==> config.mk <==
export PLATFORM = sky130hd
export DESIGN_NAME = ir_prefetch_queue
export DESIGN_NICKNAME = d
export VERILOG_FILES = /design/src/rtl/cpu_ctrl_pkg.sv /design/src/rtl/ir_queue_mem.sv /design/src/rtl/ir_prefetch_queue.sv
export SDC_FILE = /design/constraint.sdc
export NUM_CORES = 1
export LEC_CHECK = 0
export BUFFER_PORTS_ARGS = -buffer_cell sky130_fd_sc_hd__buf_2
export CAP_MARGIN = 20
export CORE_MARGIN = 5
export CORE_UTILIZATION = 52
export CTS_CLUSTER_DIAMETER = 150
export DETAILED_ROUTE_END_ITERATION = 10
export PLACE_DENSITY = 0.87
export SYNTH_ARGS = -nofsm -noshare
export SYNTH_HDL_FRONTEND = slang
export SYNTH_SLANG_ARGS = --single-unit
==> constraint.sdc <==
create_clock -name clk -period 2.77 [get_ports clk]
set_input_delay 0.1385 -clock clk [delete_from_list [all_inputs] [get_ports clk]]
set_output_delay 0.1385 -clock clk [all_outputs]
set_load 0.01 [all_outputs]
==> src/rtl/cpu_ctrl_pkg.sv <==
// -----------------------------------------------------------------------------
// cpu_ctrl_pkg
// Shared CPU control definitions: the control-word bit positions used by the
// instruction register, default instruction geometry, and small elaboration
// helpers.
// -----------------------------------------------------------------------------
package cpu_ctrl_pkg;

  // Control-word width and instruction-register bit positions
  localparam int CTRL_W        = 32;
  localparam int CTRL_IR_LOAD  = 4;
  localparam int CTRL_IR_ISSUE = 13;
  localparam int CTRL_IR_FLUSH = 31;

  // Default instruction geometry and queue depth
  localparam int IR_INSTR_W  = 16;
  localparam int IR_OPCODE_W = 8;
  localparam int IR_DEPTH    = 4;

  // True when value is a positive power of two
  function automatic bit is_pow2(input int value);
    return (value > 32'sd0) && ((value & (value - 32'sd1)) == 32'sd0);
  endfunction

endpackage : cpu_ctrl_pkg

==> src/rtl/ir_queue_mem.sv <==
// -----------------------------------------------------------------------------
// ir_queue_mem
// DEPTH x INSTR_W register array backing the instruction prefetch queue.
// One synchronous write port, one asynchronous read port, no storage reset.
// Ports:
//   clk    in  1        write clock
//   we     in  1        write enable
//   waddr  in  PTR_W    write address
//   wdata  in  INSTR_W  write data
//   raddr  in  PTR_W    read address
//   rdata  out INSTR_W  combinational read data at raddr
// -----------------------------------------------------------------------------
module ir_queue_mem #(
  parameter int INSTR_W = 16,
  parameter int DEPTH   = 4,
  parameter int PTR_W   = $clog2(DEPTH)
) (
  input  logic               clk,
  input  logic               we,
  input  logic [PTR_W-1:0]   waddr,
  input  logic [INSTR_W-1:0] wdata,
  input  logic [PTR_W-1:0]   raddr,
  output logic [INSTR_W-1:0] rdata
);

  logic [INSTR_W-1:0] mem_r [DEPTH];

  // Storage write port; contents are meaningful only between push and pop
  always_ff @(posedge clk) begin
    if (we) begin
      mem_r[waddr] <= wdata;
    end
  end

  // A read in the same cycle as a write to the same slot sees the old word
  assign rdata = mem_r[raddr];

endmodule : ir_queue_mem

==> src/rtl/ir_prefetch_queue.sv <==
// -----------------------------------------------------------------------------
// ir_prefetch_queue
// Instruction register fed by a DEPTH-entry prefetch FIFO. Words fetched via the
// MBR are queued on LOAD and issued in order to the control unit on ISSUE as a
// registered instruction split into opcode/operand fields. FLUSH empties the
// queue and clears the issued instruction and the sticky error flags.
// Ports:
//   clk            in  1                clock
//   rst            in  1                synchronous active-high reset
//   control_signal in  CTRL_W           CU control word (LOAD/ISSUE/FLUSH bits)
//   data_from_mbr  in  INSTR_W          fetched instruction word
//   data_to_cu     out INSTR_W          last issued instruction
//   opcode_to_cu   out OPCODE_W         opcode field (MSBs of data_to_cu)
//   operand_to_cu  out INSTR_W-OPCODE_W operand field (LSBs of data_to_cu)
//   cu_valid       out 1                one-cycle pulse after a successful issue
//   count          out clog2(DEPTH+1)   occupied entries
//   empty          out 1                count == 0
//   full           out 1                count == DEPTH
//   overflow_err   out 1                sticky: load hit a full queue
//   underflow_err  out 1                sticky: issue hit an empty queue
// -----------------------------------------------------------------------------
module ir_prefetch_queue
  import cpu_ctrl_pkg::*;
#(
  parameter int INSTR_W   = IR_INSTR_W,
  parameter int OPCODE_W  = IR_OPCODE_W,
  parameter int DEPTH     = IR_DEPTH,
  parameter int CTRL_W    = cpu_ctrl_pkg::CTRL_W,
  parameter int LOAD_BIT  = CTRL_IR_LOAD,
  parameter int ISSUE_BIT = CTRL_IR_ISSUE,
  parameter int FLUSH_BIT = CTRL_IR_FLUSH
) (
  input  logic                          clk,
  input  logic                          rst,
  input  logic [CTRL_W-1:0]             control_signal,
  input  logic [INSTR_W-1:0]            data_from_mbr,
  output logic [INSTR_W-1:0]            data_to_cu,
  output logic [OPCODE_W-1:0]           opcode_to_cu,
  output logic [INSTR_W-OPCODE_W-1:0]   operand_to_cu,
  output logic                          cu_valid,
  output logic [$clog2(DEPTH+1)-1:0]    count,
  output logic                          empty,
  output logic                          full,
  output logic                          overflow_err,
  output logic                          underflow_err
);

  localparam int PTR_W = $clog2(DEPTH);
  localparam int CNT_W = $clog2(DEPTH + 1);

  // Elaboration-time parameter sanity checks
  if (!is_pow2(DEPTH) || (DEPTH < 2)) begin : g_bad_depth
    $error("ir_prefetch_queue: DEPTH must be a power of two and >= 2");
  end
  if (OPCODE_W >= INSTR_W) begin : g_bad_opcode
    $error("ir_prefetch_queue: OPCODE_W must be smaller than INSTR_W");
  end
  if ((LOAD_BIT >= CTRL_W) || (ISSUE_BIT >= CTRL_W) || (FLUSH_BIT >= CTRL_W)) begin : g_bad_bits
    $error("ir_prefetch_queue: control bit index outside control word");
  end

  // Registered state
  logic [PTR_W-1:0]   wr_ptr_r;
  logic [PTR_W-1:0]   rd_ptr_r;
  logic [CNT_W-1:0]   count_r;
  logic               empty_r;
  logic               full_r;
  logic [INSTR_W-1:0] data_to_cu_r;
  logic               cu_valid_r;
  logic               overflow_err_r;
  logic               underflow_err_r;

  // Combinational decode and next-state
  logic               ld_s;
  logic               is_s;
  logic               fl_s;
  logic               do_pop_s;
  logic               do_push_s;
  logic               ovf_evt_s;
  logic               unf_evt_s;
  logic               mem_we_s;
  logic [CNT_W-1:0]   count_nxt_s;
  logic [INSTR_W-1:0] head_data_s;
  logic               ctrl_unused_s;

  assign ld_s = control_signal[LOAD_BIT];
  assign is_s = control_signal[ISSUE_BIT];
  assign fl_s = control_signal[FLUSH_BIT];

  // The remaining control bits belong to other CPU blocks
  assign ctrl_unused_s = ^control_signal;

  // Queue operation decode: the pop is evaluated first so that a full queue
  // with a simultaneous issue still has room for the incoming word.
  always_comb begin
    do_pop_s    = 1'b0;
    do_push_s   = 1'b0;
    ovf_evt_s   = 1'b0;
    unf_evt_s   = 1'b0;
    count_nxt_s = count_r;

    if (is_s && !empty_r) begin
      do_pop_s = 1'b1;
    end else begin
      do_pop_s = 1'b0;
    end
    unf_evt_s = is_s && empty_r;

    if (ld_s && (!full_r || do_pop_s)) begin
      do_push_s = 1'b1;
    end else begin
      do_push_s = 1'b0;
    end
    ovf_evt_s = ld_s && !do_push_s;

    case ({do_push_s, do_pop_s})
      2'b10:   count_nxt_s = count_r + CNT_W'(1);
      2'b01:   count_nxt_s = count_r - CNT_W'(1);
      default: count_nxt_s = count_r;
    endcase
  end

  // Storage is written only when the push actually commits
  assign mem_we_s = do_push_s && !fl_s && !rst;

  ir_queue_mem #(
    .INSTR_W (INSTR_W),
    .DEPTH   (DEPTH),
    .PTR_W   (PTR_W)
  ) u_mem (
    .clk   (clk),
    .we    (mem_we_s),
    .waddr (wr_ptr_r),
    .wdata (data_from_mbr),
    .raddr (rd_ptr_r),
    .rdata (head_data_s)
  );

  // Pointer, occupancy, issue register and sticky error state
  always_ff @(posedge clk) begin
    if (rst) begin
      wr_ptr_r        <= '0;
      rd_ptr_r        <= '0;
      count_r         <= '0;
      empty_r         <= 1'b1;
      full_r          <= 1'b0;
      data_to_cu_r    <= '0;
      cu_valid_r      <= 1'b0;
      overflow_err_r  <= 1'b0;
      underflow_err_r <= 1'b0;
    end else if (fl_s) begin
      wr_ptr_r        <= '0;
      rd_ptr_r        <= '0;
      count_r         <= '0;
      empty_r         <= 1'b1;
      full_r          <= 1'b0;
      data_to_cu_r    <= '0;
      cu_valid_r      <= 1'b0;
      overflow_err_r  <= 1'b0;
      underflow_err_r <= 1'b0;
    end else begin
      if (do_push_s) begin
        wr_ptr_r <= wr_ptr_r + PTR_W'(1);
      end
      if (do_pop_s) begin
        rd_ptr_r     <= rd_ptr_r + PTR_W'(1);
        data_to_cu_r <= head_data_s;
      end
      cu_valid_r      <= do_pop_s;
      count_r         <= count_nxt_s;
      empty_r         <= (count_nxt_s == CNT_W'(0));
      full_r          <= (count_nxt_s == CNT_W'(DEPTH));
      overflow_err_r  <= overflow_err_r | ovf_evt_s;
      underflow_err_r <= underflow_err_r | unf_evt_s;
    end
  end

  assign data_to_cu    = data_to_cu_r;
  assign opcode_to_cu  = data_to_cu_r[INSTR_W-1 -: OPCODE_W];
  assign operand_to_cu = data_to_cu_r[INSTR_W-OPCODE_W-1:0];
  assign cu_valid      = cu_valid_r;
  assign count         = count_r;
  assign empty         = empty_r;
  assign full          = full_r;
  assign overflow_err  = overflow_err_r;
  assign underflow_err = underflow_err_r;

endmodule : ir_prefetch_queue

# Word-level counts from Yosys, hierarchy flattened

Memory sizes are Yosys's and may differ from the RTL's. A register that Yosys moved wholly into a read port is not among the register bits.
Index checks and enable logic that the tools add are counted.
Widths: inputs -> output; s select.

$add $sub $neg: 4
Multipliers: 0
Divide/modulo/power cells: 0
Order comparisons: 0
Eq/ne operators: 3
Shift-type cells: 0
Multiplexer cells: 5
Bitwise gates (word level): 2
Reduce and logical (&&, ||, !) cells: 14

Operator list:

| operator            | number |
|---|---|
| $logic_and 1x1->1   | 6 |
| $pmux 3 s2          | 1 |
| $logic_not 1->1     | 5 |
| $add 2x1->2 const B | 2 |
| $mux 1              | 4 |
| $add 3x1->3 const B | 1 |
| $eq 3x3->1 const B  | 1 |
| $logic_not 3->1     | 1 |
| $sub 3x1->3 const B | 1 |
| $eq 2x1->1 const B  | 1 |
| $eq 2x2->1 const B  | 1 |
| $or 1x1->1          | 2 |
| $reduce_or 2->1     | 1 |
| $logic_or 1x1->1    | 1 |

Bits in registers: 12
Latch bits: 0
RAM bits: 64
Memory bits (read-only): 0
Output and inout port bits: 40
Logic and storage cells: 37
Memories: 1

Memory list:

| name        | words | width | read ports | clocked after Yosys merged registers in | write ports | RTL line           | text |
|---|---|---|---|---|---|---|---|
| u_mem.mem_r | 4     | 16    | 1          | 1                                       | 1           | ir_queue_mem.sv:26 | `logic [INSTR_W-1:0] mem_r [DEPTH];` |

# Longest topological paths before layout

Gate-level depths: netlist of run 1.

Depth after elaboration: 10
Depth in mapped cells: 10
Mapped depth without buffers: 9

# Modules after synthesis

Synthesis of run 1 repeated with hierarchy kept, for this count alone.

Cell total of the unflattened synthesis: 226
Area total of the unflattened synthesis: 3,545.9 µm²

Modules (own cells, without submodules):

| module            | times used | cells each | area each (µm²) | seq. area each (µm²) |
|---|---|---|---|---|
| ir_queue_mem      | 1          | 88         | 2,377.3         | 1,921.8 |
| ir_prefetch_queue | 1          | 138        | 1,168.6         | 560.5 |

# Least setup slack after synthesis of run 1

Ideal clock, no wire load.

Kind: register -> register
From: register empty_r (netlist: empty)
To: register empty_r (netlist: empty)
Library setup time: 0.128 ns
Arrival time: 2.244 ns
Slack: 0.398 ns
Stages on the path, launching flop included: 11
Buffers on the path: 1
Period minus slack after synthesis: 2.372 ns
Cells stage by stage: dfxtp_1 nand2b_1 buf_2 a21boi_2 inv_1 ha_1 fa_1 xnor2_1 or4_4 nand2_2 a21oi_1

Longest elaborated chain between the ends: 9

Ends and longest elaborated chain:

| what                                            | RTL line                 | text |
|---|---|---|
| start: declaration                              | ir_prefetch_queue.sv:66  | `logic empty_r;` |
| start signal: assignment                        | ir_prefetch_queue.sv:171 | `empty_r <= (count_nxt_s == CNT_W'(0));` |
| $logic_not 1->1 (*)                             | ir_prefetch_queue.sv:102 | `if (is_s && !empty_r) begin` |
| $logic_and 1x1->1 (*)                           | ir_prefetch_queue.sv:102 |  |
| $mux 1 (*)                                      | ir_prefetch_queue.sv:102 |  |
| $logic_or 1x1->1                                | ir_prefetch_queue.sv:109 | `if (ld_s && (!full_r \|\| do_pop_s)) begin` |
| $logic_and 1x1->1                               | ir_prefetch_queue.sv:109 |  |
| $mux 1                                          | ir_prefetch_queue.sv:109 |  |
| $eq 2x1->1 / $eq 2x2->1 (equally long branches) | ir_prefetch_queue.sv:116 | `case ({do_push_s, do_pop_s})` |
| $pmux 3 s2 (*)                                  | ir_prefetch_queue.sv:116 |  |
| $logic_not 3->1 (*)                             | ir_prefetch_queue.sv:171 |  |

Mark *: on every way between the ends. The rest lies on a longest branch, timed or not.
A chain may end at the register's enable or synchronous reset.

# Final worst setup path of run 1

Same ends and word-level chain as after synthesis.

==> results of run 1 <==
==> registers in the layout, indices dropped and copies added (netlist names), 2 cells and up <==
name / count
rd_ptr_r: 2
data_to_cu: 16
wr_ptr_r: 2
u_mem.mem_r: 64
count: 3
==> kinds of logic after synthesis <==
family | after synthesis | synth area share
flops | 92 | 0.701
simple gates | 53 | 0.0643
buf+inv | 30 | 0.0551
compound gates | 23 | 0.0364
mux | 18 | 0.107
fa+ha+maj | 6 | 0.0233
xor+xnor | 5 | 0.0124
==> through the flow <==
step | instance area [um2] | util | hold WS, ns | setup slack [ns] | cells
floorplan | 3540 | - | 0.237 | 0.398 | 227
global placement | 3830 | 0.571 | 0.352 | 0.433 | 349
detailed placement | 3830 | 0.571 | 0.357 | 0.406 | 349
CTS | 4110 | 0.611 | 0.000796 | 0.384 | 370
global route | 4120 | 0.613 | 0.00368 | 0.266 | 371
finish | 4120 | 0.613 | 0.000390 | 0.406 | 371
==> synthesized netlist by cell type <==
| master | count |
|---|---|
| mux4_2 | 16 |
| inv_1 | 3 |
| buf_1 | 2 |
| o211ai_1 | 1 |
| nor2_1 | 11 |
| and3_1 | 4 |
| nand2b_1 | 1 |
| buf_6 | 2 |
| a21oi_1 | 19 |
| xnor2_1 | 3 |
| edfxtp_1 | 64 |
| nor3b_1 | 1 |
| clkbuf_1 | 2 |
| nand2_1 | 33 |
| or2_1 | 1 |
| a31oi_1 | 1 |
| xor2_1 | 2 |
| inv_2 | 1 |
| dfxtp_1 | 28 |
| or4_4 | 1 |
| ha_1 | 5 |
| mux2i_1 | 2 |
| buf_4 | 17 |
| nand2_2 | 1 |
| buf_2 | 3 |
| fa_1 | 1 |
| a21boi_2 | 1 |
| a21oi_2 | 1 |
==> metal layers <==
| layer | GRT usage | vias to the layer above |
|---|---|---|
| met5 | 0 | - |
| met3 | 0.0268 | 13 |
| met2 | 0.261 | 64 |
| met4 | 0.0953 | 0 |
| li1 | - | 928 |
| met1 | 0.176 | 961 |
==> area by class of cell <==
class | instances | area share
multi-input combinational | 105 | 0.210
clock inverter | 5 | 0.0201
tap | 80 | 0.0243
sequential | 92 | 0.603
timing repair buffer | 74 | 0.105
clock buffer | 11 | 0.0343
inverter | 4 | 0.00365
==> final timing paths <==
kind,start,to,cells past startpoint
worst max-delay path,empty$_SDFF_PP1_,empty$_SDFF_PP1_,9
worst min-delay path,data_from_mbr[5],u_mem.mem_r[1][5]$_DFFE_PP_,1
worst max register to register,empty$_SDFF_PP1_,empty$_SDFF_PP1_,9
worst min register to register,data_to_cu[13]$_SDFFE_PP0P_,data_to_cu[13]$_SDFFE_PP0P_,2
==> power groups by stage <==
stage	sequential, mW	combinational, mW	clock, mW
after global placement	1.53	0.106	0
after floorplan	1.53	0.0648	0
after detailed placement	1.53	0.112	0
final	1.49	0.118	0.981
after global routing	1.50	0.130	1.05
after CTS	1.50	0.118	0.993
==> timing repair <==
| item | 4_1_cts | 5_1_grt |
|---|---|---|
| setup buffers | 0 | 0 |
| hold endpoints to repair | 20 | 4 |
| hold buffers | 5 | 1 |
==> flow_metrics.env, run 1 <==
export IMPL_grt_max_degree=27
export IMPL_area_delta_synth_final_pct=16.3
export IMPL_overflow=0
export IMPL_fp_dieW_um=92.5
export IMPL_antenna_found_initial=0
export IMPL_htreeDepth=3
export IMPL_io_buffers=60
export IMPL_leakage_nw=1.55
export IMPL_swShare=0.200
export IMPL_wl_um=6220
export IMPL_dieArea_um2=8560
export IMPL_postCtsResizedCells=0
export IMPL_cp_required_ns=2.99
export IMPL_wl_per_cell_um=16.8
export IMPL_fillCellCount=471
export IMPL_cp_top_family="simple AND/OR/NAND/NOR gates"
export IMPL_hold_viol=0
export IMPL_clk_transition_reported_paths_ns=0.09
export IMPL_peakVddDrop_mv=0.239
export IMPL_multi_input_area_um2=863
export IMPL_synthTopCellsByArea="edfxtp_1 (54%), dfxtp_1 (16%), mux4_2 (10%)"
export IMPL_clk_latency_ns=0.36
export IMPL_gp_congestion=0.719
export IMPL_drtIter0Drc=131
export IMPL_path_cells="nand2b_1 > a21boi_2 > inv_1 > ha_1 > fa_1 > xnor2_1 > or4_4 > nand2_2 > a21oi_1"
export IMPL_wl_met3_um=309
export IMPL_switchingPower_mw=0.518
export IMPL_maxSlewViolCount=0
export IMPL_drtPass1Iterations=4
export IMPL_cts_buffers=9
export IMPL_skew_ns=0.0148
export IMPL_synthCells=227
export IMPL_ff_latch_area_um2=2480
export IMPL_final_common_cell="edfxtp_1"
export IMPL_maxCapViolCount=0
export IMPL_syn_num_nets=283
export IMPL_setup_viol=0
export IMPL_grt_pass1_wl_um=9750
export IMPL_slowest_delay_ns=0.44
export IMPL_relSlewSlack=0.376
export IMPL_netlist_area_leader_share=0.543
export IMPL_fin_crit_ns=2.36
export IMPL_r2r_setup_slack_ns=0.41
export IMPL_first_global_vias=2009
export IMPL_power_density_nw_per_um2=630
export IMPL_fin_tns_setup_ns=0
export IMPL_core_um2=6720
export IMPL_worst_pin_slew_ns=0.936
export IMPL_ant_nets=0
export IMPL_cp_arrival_ns=2.58
export IMPL_ys_seq_elements=92
export IMPL_startpoint_type="flip-flop"
export IMPL_yosysWarningCount=0
export IMPL_io_pins=90
export IMPL_layout_drive_gt1_share=0.357
export IMPL_clkPwrFrac=0.378
export IMPL_seqPwrFrac=0.576
export IMPL_power_internal_mw=2.08
export IMPL_cts_sinks=92
export IMPL_outcome="finished clean"
export IMPL_clock_fmax_mhz=423
export IMPL_crit_path_end_kind="flip-flop"
export IMPL_wl_met2_um=3240
export IMPL_num_rows=30
export IMPL_ys_types=28
export IMPL_yosysTopAreaCell="edfxtp_1"
export IMPL_gr_usage_all_layers=0.152
export IMPL_avgSynthCellArea_um2=15.6
export IMPL_met1_length_um=2500
export IMPL_initial_core_util=0.527
export IMPL_drc_errors=0
export IMPL_nets=342
export IMPL_cts_tree="done"
export IMPL_slowest_stage="or4_4"
export IMPL_hpwl_um=4250
export IMPL_die_h_um=92.5
export IMPL_p_total_mw=2.59
export IMPL_avgViaCountPerCell=5.30
export IMPL_comb_power_share=0.046
export IMPL_n_antenna_cell=0
export IMPL_yosysSeqAreaShare=0.701
export IMPL_crit_type="flip-flop to flip-flop"
export IMPL_layout_common_cells="edfxtp_1 (64), buf_2 (60), nand2_1 (33), dfxtp_1 (28), a21oi_1 (19)"
export IMPL_crit_fanout=8
export IMPL_hp_class="input pin to flip-flop"
export IMPL_synthesis_area_um2=3540
export IMPL_root_buffer="clkbuf_8"
export IMPL_cts_buffer_depth=2
export IMPL_routed_top_layer="met4"
export IMPL_vias=1966
export IMPL_rsz0062_at_grt="no"
export IMPL_fin_crit_sh=0.854
export IMPL_crit_buf_inv=1
Note: power is estimated with default switching activity, not from simulation.
==> run 2: changes to the inputs <==
- CORE_UTILIZATION: 52 -> 54
- CTS_BUF_LIST: unset -> sky130_fd_sc_hd__clkbuf_8
- PLACE_DENSITY: 0.87 -> 0.9
==> flow_metrics.env, run 2 (synthesis gave the netlist of run 1 again) <==
export IMPL_regMostFlops="u_mem.mem_r"
export IMPL_cts_tree="done"
export IMPL_wl_per_cell_um=16.8
export IMPL_leakage_nw=1.52
export IMPL_crit_path_end_kind="flip-flop"
export IMPL_wl_um=6190
export IMPL_antenna_found_initial=0
export IMPL_vias=1969
export IMPL_cp_required_ns=2.99
export IMPL_largest_reg_flops=64
export IMPL_overflow=0
export IMPL_maxCapViolCount=0
export IMPL_grt_max_degree=27
export IMPL_hp_class="input pin to flip-flop"
export IMPL_drtPass1Iterations=4
export IMPL_ant_nets=0
export IMPL_fin_crit_sh=0.864
export IMPL_rsz0062_at_grt="no"
export IMPL_comb_power_share=0.050
export IMPL_fillCellCount=418
export IMPL_startpoint_type="flip-flop"
export IMPL_hold_viol=0
export IMPL_dp_slack_ns=0.422
export IMPL_power_internal_mw=1.85
export IMPL_clock_fmax_mhz=418
export IMPL_grt_pass1_wl_um=10300
export IMPL_worst_pin_slew_ns=0.890
export IMPL_swShare=0.213
export IMPL_final_common_cell="edfxtp_1"
export IMPL_fin_tns_setup_ns=0
export IMPL_peakVddDrop_mv=0.297
export IMPL_place_inst=346
export IMPL_p_total_mw=2.35
export IMPL_fp_dieW_um=91.0
export IMPL_io_pins=90
export IMPL_cts_sinks=92
export IMPL_cts_buffer_depth=2
export IMPL_dieArea_um2=8280
export IMPL_fin_ws_ns=0.376
export IMPL_relSlewSlack=0.407
export IMPL_power_density_nw_per_um2=582
export IMPL_crit_fanout=8
export IMPL_n_antenna_cell=0
export IMPL_clk_latency_ns=0.34
export IMPL_maxSlewViolCount=0
export IMPL_hpwl_um=4230
export IMPL_io_buffers=60
export IMPL_gp_congestion=0.693
export IMPL_layout_drive_gt1_share=0.347
export IMPL_drtIter0Drc=130
export IMPL_crit_type="flip-flop to flip-flop"
export IMPL_gr_usage_all_layers=0.160
export IMPL_ff_latch_area_um2=2480
export IMPL_switchingPower_mw=0.501
export IMPL_fin_crit_ns=2.39
export IMPL_clk_transition_reported_paths_ns=0.08
export IMPL_postCtsResizedCells=0
export IMPL_cp_arrival_ns=2.61
export IMPL_layout_common_cells="edfxtp_1 (64), buf_2 (60), nand2_1 (33), dfxtp_1 (28), a21oi_1 (19)"
export IMPL_cts_buffers=9
export IMPL_outcome="finished clean"
export IMPL_utilization=0.636
export IMPL_nets=342
export IMPL_avgViaCountPerCell=5.35
export IMPL_root_buffer="clkbuf_8"
export IMPL_initial_core_util=0.558
export IMPL_clkPwrFrac=0.315
export IMPL_area_delta_synth_final_pct=14.1
export IMPL_setup_viol=0
export IMPL_num_rows=29
export IMPL_htreeDepth=3
export IMPL_first_global_vias=2038
export IMPL_seqPwrFrac=0.635
export IMPL_multi_input_area_um2=863
export IMPL_stdcell_count=368
export IMPL_drc_errors=0
export IMPL_core_um2=6350
export IMPL_die_h_um=91.0
export IMPL_skew_ns=0.00914
run 2: area by class of cell:
cell class	count	area share
sequential	92	0.614
clock buffer	9	0.0307
tap	77	0.0238
timing repair buffer	74	0.104
inverter	4	0.00372
multi-input combinational	105	0.214
clock inverter	7	0.00960
run 2: metrics by stage:
stage                     hold WS [ns]  area [um2]
after floorplan                  0.237        3540
after global routing           0.00113        4040
final                           0.0124        4040
after global placement           0.350        3820
after detailed placement         0.358        3820
after CTS                      0.00185        4010
run 2: power groups by stage:
| stage | clock (mW) | sequential (mW) | combinational (mW) |
|---|---|---|---|
| finish | 0.742 | 1.49 | 0.118 |
| floorplan | 0 | 1.53 | 0.0648 |
| global route | 0.830 | 1.50 | 0.132 |
| CTS | 0.761 | 1.49 | 0.115 |
| detailed placement | 0 | 1.53 | 0.111 |
| global placement | 0 | 1.52 | 0.106 |
run 2: critical path, stage by stage (launching register included):
cell,delay (ns)
dfxtp_1,0.32
nand2b_1,0.30
a21boi_2,0.24
inv_1,0.06
ha_1,0.22
fa_1,0.39
xnor2_1,0.16
or4_4,0.44
nand2_2,0.09
a21oi_1,0.05
run 2: path summary, 6_finish.rpt:
check | startpoint | to | slack, ns | cells past startpoint
max reg2reg | empty$_SDFF_PP1_ | empty$_SDFF_PP1_ | 0.38 | 9
min reg2reg | underflow_err$_SDFF_PP0_ | underflow_err$_SDFF_PP0_ | 0.47 | 2
max | empty$_SDFF_PP1_ | empty$_SDFF_PP1_ | 0.38 | 9
min | data_from_mbr[3] | u_mem.mem_r[1][3]$_DFFE_PP_ | 0.01 | 1
run 2: timing repair:
| item | 4_1_cts | 5_1_grt |
|---|---|---|
| setup endpoints to repair | 0 | 0 |
| hold endpoints to repair | 9 | 9 |
| hold buffers | 3 | 3 |
| setup buffers | 0 | 0 |
run 2: routing by layer:
layer,track usage,up-vias,wire [um]
met1,0.198,955,2530
met5,0,-,0
met2,0.251,72,3140
li1,-,930,-
met4,0.0990,0,138
met3,0.0438,12,374
==> run 3: changes to the inputs <==
- CELL_PAD_IN_SITES_DETAIL_PLACEMENT: unset -> 2
- CELL_PAD_IN_SITES_GLOBAL_PLACEMENT: unset -> 2
- CORE_UTILIZATION: 54 -> 37
- PLACE_DENSITY: 0.9 -> 0.89
==> flow_metrics.env, run 3 (synthesis gave the netlist of run 1 again) <==
export IMPL_outcome="finished clean"
export IMPL_drtPass1Iterations=4
export IMPL_cp_required_ns=3.01
export IMPL_grt_max_degree=27
export IMPL_rsz0062_at_grt="no"
export IMPL_cts_hold_buf=13
export IMPL_clock_fmax_mhz=426
export IMPL_cts_buffer_depth=2
export IMPL_cts_tree="done"
export IMPL_crit_fanout=6
export IMPL_slowest_delay_ns=0.44
export IMPL_hpwl_um=5750
export IMPL_fillCellCount=919
export IMPL_ff_latch_area_um2=2480
export IMPL_crit_type="flip-flop to flip-flop"
export IMPL_root_buffer="clkbuf_8"
export IMPL_layout_common_cells="edfxtp_1 (64), buf_2 (60), nand2_1 (33), dfxtp_1 (28), a21oi_1 (19)"
export IMPL_power_density_nw_per_um2=626
export IMPL_wl_per_cell_um=19.2
export IMPL_postCtsResizedCells=0
export IMPL_core_um2=9280
export IMPL_io_pins=90
export IMPL_relSlewSlack=0.415
export IMPL_power_internal_mw=2.07
export IMPL_maxSlewViolCount=0
export IMPL_layout_drive_gt1_share=0.353
export IMPL_post_cts_buffers=0
export IMPL_gr_usage_all_layers=0.156
export IMPL_startpoint_type="flip-flop"
export IMPL_num_rows=35
export IMPL_drtIter0Drc=61
export IMPL_wl_um=8230
export IMPL_clk_latency_ns=0.37
export IMPL_antenna_found_initial=0
export IMPL_nets=351
export IMPL_stdcell_count=429
export IMPL_final_common_cell="edfxtp_1"
export IMPL_gp_congestion=0.742
export IMPL_die_h_um=108
export IMPL_grt_pass1_wl_um=13400
export IMPL_fp_dieW_um=108
export IMPL_ant_nets=0
export IMPL_seqPwrFrac=0.560
export IMPL_setup_viol=0
export IMPL_fin_crit_sh=0.848
export IMPL_switchingPower_mw=0.598
export IMPL_area_delta_synth_final_pct=20.4
export IMPL_regMostFlops="u_mem.mem_r"
export IMPL_cts_buffers=9
export IMPL_overflow=0
export IMPL_initial_core_util=0.381
export IMPL_hp_class="input pin to flip-flop"
export IMPL_crit_path_end_kind="flip-flop"
export IMPL_clk_transition_reported_paths_ns=0.10
export IMPL_maxCapViolCount=0
export IMPL_fin_crit_ns=2.35
export IMPL_avgViaCountPerCell=4.74
export IMPL_slowest_stage="or4_4"
export IMPL_place_inst=399
export IMPL_largest_reg_flops=64
export IMPL_n_antenna_cell=0
export IMPL_fin_tns_setup_ns=0
export IMPL_multi_input_area_um2=863
export IMPL_first_global_vias=2321
export IMPL_worst_pin_slew_ns=0.876
export IMPL_io_buffers=60
export IMPL_cts_sinks=92
export IMPL_dieArea_um2=11600
export IMPL_skew_ns=0.0106
export IMPL_htreeDepth=3
export IMPL_holdWs_ns=0.0227
export IMPL_swShare=0.224
export IMPL_cp_arrival_ns=2.59
export IMPL_path_cells="nand2b_1 > a21boi_2 > inv_1 > ha_1 > fa_1 > xnor2_1 > or4_4 > nand2_2 > a21oi_1"
export IMPL_hold_viol=0
export IMPL_leakage_nw=1.58
export IMPL_clkPwrFrac=0.389
export IMPL_vias=2032
export IMPL_drc_errors=0
export IMPL_comb_power_share=0.051
export IMPL_peakVddDrop_mv=0.231
-- run 3: cell types whose count changed in the layout (fill, tap and decap cells not counted), sizes merged --
cell and delta:
clkinvlp -1, dlygate4sd3 +8, bufinv +2, inv -1
buf +1
-- run 3: power groups by stage --
stage | clock network, mW | logic, mW | registers [mW]
6_report | 1.04 | 0.136 | 1.49
5_1_grt | 1.14 | 0.149 | 1.50
4_1_cts | 1.07 | 0.139 | 1.50
3_5_place_dp | 0 | 0.123 | 1.53
3_3_place_gp | 0 | 0.111 | 1.52
2_1_floorplan | 0 | 0.0648 | 1.53
-- run 3: cell type report --
class,instances,area share
clock inverter,7,0.0252
tap,129,0.0379
inverter,4,0.00352
timing repair buffer,83,0.119
clock buffer,9,0.0291
sequential,92,0.583
multi-input combinational,105,0.203
-- run 3: worst max-delay path, delay by kind of cell, from the launching register on --
family / cells / cell delay, ns
AOI/OAI and AO/OA: 2 / 0.27
xor gates and xnor gates: 1 / 0.15
adders and majority gates: 2 / 0.59
buffers and inverters: 1 / 0.06
DFF: 1 / 0.33
and+or+nand+nor: 3 / 0.81
-- run 3: final timing paths --
path | end | from | cells after the start | slack [ns]
max | empty$_SDFF_PP1_ | empty$_SDFF_PP1_ | 9 | 0.42
min | u_mem.mem_r[3][1]$_DFFE_PP_ | data_from_mbr[1] | 1 | 0.02
max reg2reg | empty$_SDFF_PP1_ | empty$_SDFF_PP1_ | 9 | 0.42
min reg2reg | data_to_cu[3]$_SDFFE_PP0P_ | data_to_cu[3]$_SDFFE_PP0P_ | 2 | 0.47
-- run 3: through the flow --
step / setup slack, ns / util / area, um2 / total power [mW]
6_report: 0.421 / 0.459 / 4260 / 2.67
2_1_floorplan: 0.398 / - / 3540 / 1.59
4_1_cts: 0.390 / 0.458 / 4250 / 2.70
5_1_grt: 0.262 / 0.459 / 4260 / 2.79
3_5_place_dp: 0.414 / 0.419 / 3890 / 1.65
3_3_place_gp: 0.470 / 0.419 / 3890 / 1.64
-- run 3: routing by layer --
layer / wire length [um] / vias up / part of all wire / global-route usage
met4: 140 / 0 / 0.017 / 0.0794
met1: 3460 / 1030 / 0.42 / 0.194
met2: 4260 / 45 / 0.52 / 0.258
met3: 367 / 14 / 0.045 / 0.0306
li1: - / 943 / - / -
met5: 0 / - / 0 / 0
